$ cat config.mk
export PLATFORM = sky130hd
export DESIGN_NAME = control_fsm
export DESIGN_NICKNAME = d
export VERILOG_FILES = /design/src/rtl/ctrl_pkg.sv /design/src/rtl/ctrl_opdec.sv /design/src/rtl/control_fsm.sv
export SDC_FILE = /design/constraint.sdc
export NUM_CORES = 1
export LEC_CHECK = 0
export ABC_AREA = 1
export ABC_CLOCK_PERIOD_IN_PS = 1300
export CORE_MARGIN = 1.5
export CORE_UTILIZATION = 30
export CTS_BUF_LIST = sky130_fd_sc_hd__clkbuf_8
export DETAILED_ROUTE_END_ITERATION = 6
export PLACE_DENSITY = 0.82
export SYNTH_ARGS = -nofsm -noshare
export SYNTH_HDL_FRONTEND = slang
export SYNTH_SLANG_ARGS = --single-unit
$ cat constraint.sdc
create_clock -name clk -period 1.3 [get_ports clk]
set_input_delay 0.325 -clock clk [delete_from_list [all_inputs] [get_ports clk]]
set_output_delay 0.325 -clock clk [all_outputs]
set_load 0.02 [all_outputs]
$ cat src/rtl/ctrl_pkg.sv
// Shared types and encodings for the multi-cycle main control unit:
// FSM states, decoded instruction classes, opcodes, ALU class codes, branch funct3.
package ctrl_pkg;

  typedef enum logic [2:0] {
    ST_FETCH,
    ST_DECODE,
    ST_EXEC,
    ST_MEM,
    ST_WB,
    ST_HALT
  } state_t;

  typedef enum logic [2:0] {
    CLS_NONE,
    CLS_R,
    CLS_I,
    CLS_LW,
    CLS_SW,
    CLS_BEQ,
    CLS_BNE
  } cls_t;

  localparam logic [6:0] OP_R  = 7'b0110011;
  localparam logic [6:0] OP_I  = 7'b0010011;
  localparam logic [6:0] OP_LW = 7'b0000011;
  localparam logic [6:0] OP_SW = 7'b0100011;
  localparam logic [6:0] OP_BR = 7'b1100011;

  localparam logic [3:0] ALUOP_IDLE   = 4'd0;
  localparam logic [3:0] ALUOP_ARITH  = 4'd1;
  localparam logic [3:0] ALUOP_BRANCH = 4'd2;
  localparam logic [3:0] ALUOP_ADDR   = 4'd3;

  localparam logic [2:0] F3_BEQ = 3'b000;
  localparam logic [2:0] F3_BNE = 3'b001;

endpackage

$ cat src/rtl/ctrl_opdec.sv
// Combinational opcode classifier: maps opcode/funct3 to an instruction class
// and flags anything outside the supported RV32I subset as illegal.
module ctrl_opdec
  import ctrl_pkg::*;
(
  input  logic [6:0] i_opcode,
  input  logic [2:0] i_funct3,
  output cls_t       o_cls,
  output logic       o_illegal
);

  always_comb begin
    o_cls     = CLS_NONE;
    o_illegal = 1'b0;
    case (i_opcode)
      OP_R:  o_cls = CLS_R;
      OP_I:  o_cls = CLS_I;
      OP_LW: o_cls = CLS_LW;
      OP_SW: o_cls = CLS_SW;
      OP_BR: begin
        if (i_funct3 == F3_BEQ) begin
          o_cls = CLS_BEQ;
        end else if (i_funct3 == F3_BNE) begin
          o_cls = CLS_BNE;
        end else begin
          o_illegal = 1'b1;
        end
      end
      default: o_illegal = 1'b1;
    endcase
  end

endmodule

$ cat src/rtl/control_fsm.sv
// Multi-cycle main control FSM (FETCH/DECODE/EXEC/MEM/WB/HALT) driving datapath enables
// and the ALU control interface. Define CTRL_ILLEGAL_TRAP_EN to halt on illegal instructions.
module control_fsm
  import ctrl_pkg::*;
#(
  parameter bit RESET_HALT = 1'b0
) (
  input  logic        clk,
  input  logic        reset,
  input  logic [31:0] instr,
  input  logic        imem_ready,
  input  logic        dmem_ready,
  input  logic        zero,
  output logic        ir_we,
  output logic        pc_we,
  output logic        pc_src,
  output logic [3:0]  alu_op,
  output logic [3:0]  alu_funct,
  output logic        alu_src_b,
  output logic        mem_re,
  output logic        mem_we,
  output logic        reg_we,
  output logic        wb_sel,
  output logic        illegal,
  output logic        halted
);

  state_t r_state;
  state_t w_next;
  cls_t   r_cls;
  cls_t   w_cls;
  logic   w_illegal;
  logic   w_taken;
  logic   w_unused_instr;

  assign w_unused_instr = ^{instr[31], instr[29:15], instr[11:7]};

  ctrl_opdec u_opdec (
    .i_opcode  (instr[6:0]),
    .i_funct3  (instr[14:12]),
    .o_cls     (w_cls),
    .o_illegal (w_illegal)
  );

  // Class is captured at DECODE so EXEC/MEM/WB see a stable value.
  always_ff @(posedge clk) begin
    if (reset) begin
      r_state <= RESET_HALT ? ST_HALT : ST_FETCH;
      r_cls   <= CLS_NONE;
    end else begin
      r_state <= w_next;
      if (r_state == ST_DECODE) begin
        r_cls <= w_cls;
      end
    end
  end

  assign w_taken = ((r_cls == CLS_BEQ) && zero) || ((r_cls == CLS_BNE) && !zero);

  always_comb begin
    w_next    = r_state;
    ir_we     = 1'b0;
    pc_we     = 1'b0;
    pc_src    = 1'b0;
    alu_op    = ALUOP_IDLE;
    alu_funct = '0;
    alu_src_b = 1'b0;
    mem_re    = 1'b0;
    mem_we    = 1'b0;
    reg_we    = 1'b0;
    wb_sel    = 1'b0;
    illegal   = 1'b0;
    halted    = 1'b0;
    case (r_state)
      ST_FETCH: begin
        if (imem_ready) begin
          ir_we  = 1'b1;
          pc_we  = 1'b1;
          w_next = ST_DECODE;
        end
      end
      ST_DECODE: begin
        if (w_illegal) begin
          illegal = 1'b1;
`ifdef CTRL_ILLEGAL_TRAP_EN
          w_next  = ST_HALT;
`else
          w_next  = ST_FETCH;
`endif
        end else begin
          w_next = ST_EXEC;
        end
      end
      ST_EXEC: begin
        // Bit 30 only selects SUB/SRA for R-type; for I-type it is immediate data.
        alu_funct = {instr[30] & (r_cls == CLS_R), instr[14:12]};
        case (r_cls)
          CLS_R: begin
            alu_op = ALUOP_ARITH;
            w_next = ST_WB;
          end
          CLS_I: begin
            alu_op    = ALUOP_ARITH;
            alu_src_b = 1'b1;
            w_next    = ST_WB;
          end
          CLS_LW, CLS_SW: begin
            alu_op    = ALUOP_ADDR;
            alu_src_b = 1'b1;
            w_next    = ST_MEM;
          end
          CLS_BEQ, CLS_BNE: begin
            alu_op = ALUOP_BRANCH;
            pc_we  = w_taken;
            pc_src = w_taken;
            w_next = ST_FETCH;
          end
          default: w_next = ST_FETCH;
        endcase
      end
      ST_MEM: begin
        mem_re = (r_cls == CLS_LW);
        mem_we = (r_cls == CLS_SW);
        if (dmem_ready) begin
          w_next = (r_cls == CLS_LW) ? ST_WB : ST_FETCH;
        end
      end
      ST_WB: begin
        reg_we = 1'b1;
        wb_sel = (r_cls == CLS_LW);
        w_next = ST_FETCH;
      end
      ST_HALT: begin
        halted = 1'b1;
        w_next = ST_HALT;
      end
      default: w_next = ST_FETCH;
    endcase
  end

endmodule

==> results by group <==
Run status
  – Status: complete, but fails checks
  – Failing checks: setup timing

Setup path
  – Setup crit start kind: flop
  – Worst R2R Setup Slack: -0.07 ns
  – Max FO, Critical Path: 5
  – Crit path required time: 0.98 ns
  – Crit path kind: flop to primary output
  – Crit path DAT: 1.25 ns
  – CP endpoint kind: primary output

Finish
  – Final net count: 201
  – Ant. Diodes: 0
  – Most frequent cells in the layout: buf_4 (30), nand2_1 (19), inv_1 (14)
  – Area grow syn2layout: 139%
  – Share of cells above drive strength 1: 0.556
  – Post-route insts no fill: approximately 190
  – Commonest non-fill, non-tap cell in the layout: buf_4

Yosys
  – Proportion of synthesized area in mux cells: 0
  – Post-Synth XOR/XNOR Area: 0
  – Main combinational cell family by area after synthesis: simple AND/OR/NAND/NOR gates
  – YS warnings: 0
  – Simple-gate share of the synthesized area: 0.507
  – Count of cell types in the netlist: 21
  – Sequential cell area fraction in the yosys report: 0.215
  – Synth Area per Inst: 5.47 um^2
  – Synth Area in Compound Gates: 0.103
  – Post-synthesis cell area: 558 um^2
  – Area share of fa/ha/maj cells after synthesis: 0
  – Cell count after synthesis: 102
  – #FFs+latches synth: 6

Timing
  – Worst Slack Setup Final: -0.274 ns
  – Fmax: 635 MHz
  – Setup TNS: -3.35 ns
  – Final Hold Vio Count: 0
  – Final setup fails: 17
  – Clk_skew: 0.000552 ns
  – Crit path time final: 1.57 ns
  – Final Hold Slack: between 0.5 and 0.6 ns
  – Period Utilization, post-route: 1.21
  – RSZ-0062 raised after global routing: true
  – Max-slew violation count: 0

Route
  – WL final: 2810 um
  – Via count: ~960
  – Antenna Nets Post-Route: 0
  – DR iter-0 viols: 53
  – DR WL/cell: 15.0 um
  – First-pass DRT Iterations: 4
  – Vias per cell: 5.15
  – Residual DRC: 0

Die
  – Die X-Extent: approximately 46 um
  – Core Footprint: 1750 um^2
  – Die Area: 2130 um^2
  – Row cnt: 15
  – Die H: 46.1 um
  – Io pins: 55
  – Initial Utilization: 0.320

Placed design
  – # port buffers: 31
  – Inst Count DP: 182
  – Pre-CTS setup slack: -0.886 ns
  – RD Place Congestion: 0.852
  – Hpwl dp: 1510 um

CTS
  – Clock Latency Late Sink: 0.22 ns
  – Num CTS Buffers: 3
  – Htree depth: 1
  – Max Root-Sink Buffers: 2
  – Clock-pin slew of the registers on the worst-case setup and hold paths: around 0.03 ns
  – CTS tree: built
  – Clk root buf: clkbuf_8
  – Clk sink count: 6

Min path
  – Hold/Removal Path Class: flop to flop

Global routing
  – Vias in the first global route: between 700 and 800
  – GRT overflow: 0
  – Initial antenna violation count: 0
  – Global Route Usage Sum: 0.217
  – Global-route wire length before repair: 3310 um
  – Pin count of the biggest net entering global routing: 9

Flow run
  – Max Cap Violations: 0

Power and ir drop
  – Tot Pwr: 0.658 mW
  – Pleak: 0.608 nW
  – Pwr/cell area: 493 nW/um^2
  – Worst IR Drop VDD: 0.494 mV
## cells by family after synthesis
kind of cell | after synthesis
AOI/OAI and AO/OA | 11
other | 1
and+or+nand+nor | 61
buffers and inverters | 23
DFF | 6
## routing by layer
metal	wire length, um	track usage	vias to the layer above	part of all wire
li1	-	-	439	-
met1	1040	0.282	436	0.37
met3	209	0.0235	19	0.074
met4	126	0.0686	0	0.045
met5	0	0	-	0
met2	1440	0.369	69	0.51
## layout make-up
type	count	area (um^2)
multi-input combinational	74	519
timing repair buffer	58	508
fill	109	409
sequential	6	140
inverter	21	96.3
clock buffer	3	41.3
tap	25	31.3
## state kept, by name (all words and copies together) (netlist names)
register / cells
r_cls: 3
r_state: 3
## cell usage after synthesis
library cell,count,share of area
inv_1,19,0.13
o22ai_1,1,0.011
a31oi_1,1,0.011
nor3_2,1,0.018
nor3_4,1,0.029
conb_1,1,0.0067
nand3_1,13,0.12
nor2_1,15,0.10
inv_2,2,0.013
o21ai_0,2,0.018
nand2_1,24,0.16
nor3_1,1,0.0090
nor4_1,1,0.011
or2_1,1,0.011
nor2_2,2,0.022
dfxtp_1,6,0.22
o21ai_1,1,0.0090
buf_4,2,0.027
a21oi_1,6,0.054
nand3b_1,1,0.013
nor3b_1,1,0.013
## per-stage QoR
step | instance area, um^2 | util
5_1_grt | 1340 | 0.766
6_report | 1340 | 0.766
2_1_floorplan | 587 | -
4_1_cts | 1190 | 0.684
3_5_place_dp | 1100 | 0.631
3_3_place_gp | 1100 | 0.631
## timing repair
item / CTS / global route
pin swaps: 10 / 11
endpoints found under the setup margin: 20 / 20
resized for setup: 132 / 35
hold buffers: 0 / 0
setup buffers: 1 / 2
## worst max-delay path: stages, from the launching register on
cell     delay (ns)
dfxtp_4        0.37
inv_4          0.09
nand3_2        0.08
nand2_1        0.10
nand3_1        0.11
o21ai_1        0.11
buf_4          0.16
## where the power goes
part,internal (mW),switching [mW]
clock,0.198,0.0724
combinational,0.0977,0.104
sequential,0.180,0.00565
total,0.476,0.182
## worst paths after layout
kind	from	to	depth (start not counted)
worst max-delay path	r_cls[1]$_SDFFE_PP0P_	pc_we	6
worst min-delay path	r_cls[0]$_SDFFE_PP0P_	r_cls[0]$_SDFFE_PP0P_	2
worst max register to register	r_cls[2]$_SDFFE_PP0P_	r_state[2]$_SDFFE_PP0P_	9
worst min register to register	r_cls[0]$_SDFFE_PP0P_	r_cls[0]$_SDFFE_PP0P_	2
(Power assumes the default switching activity.)
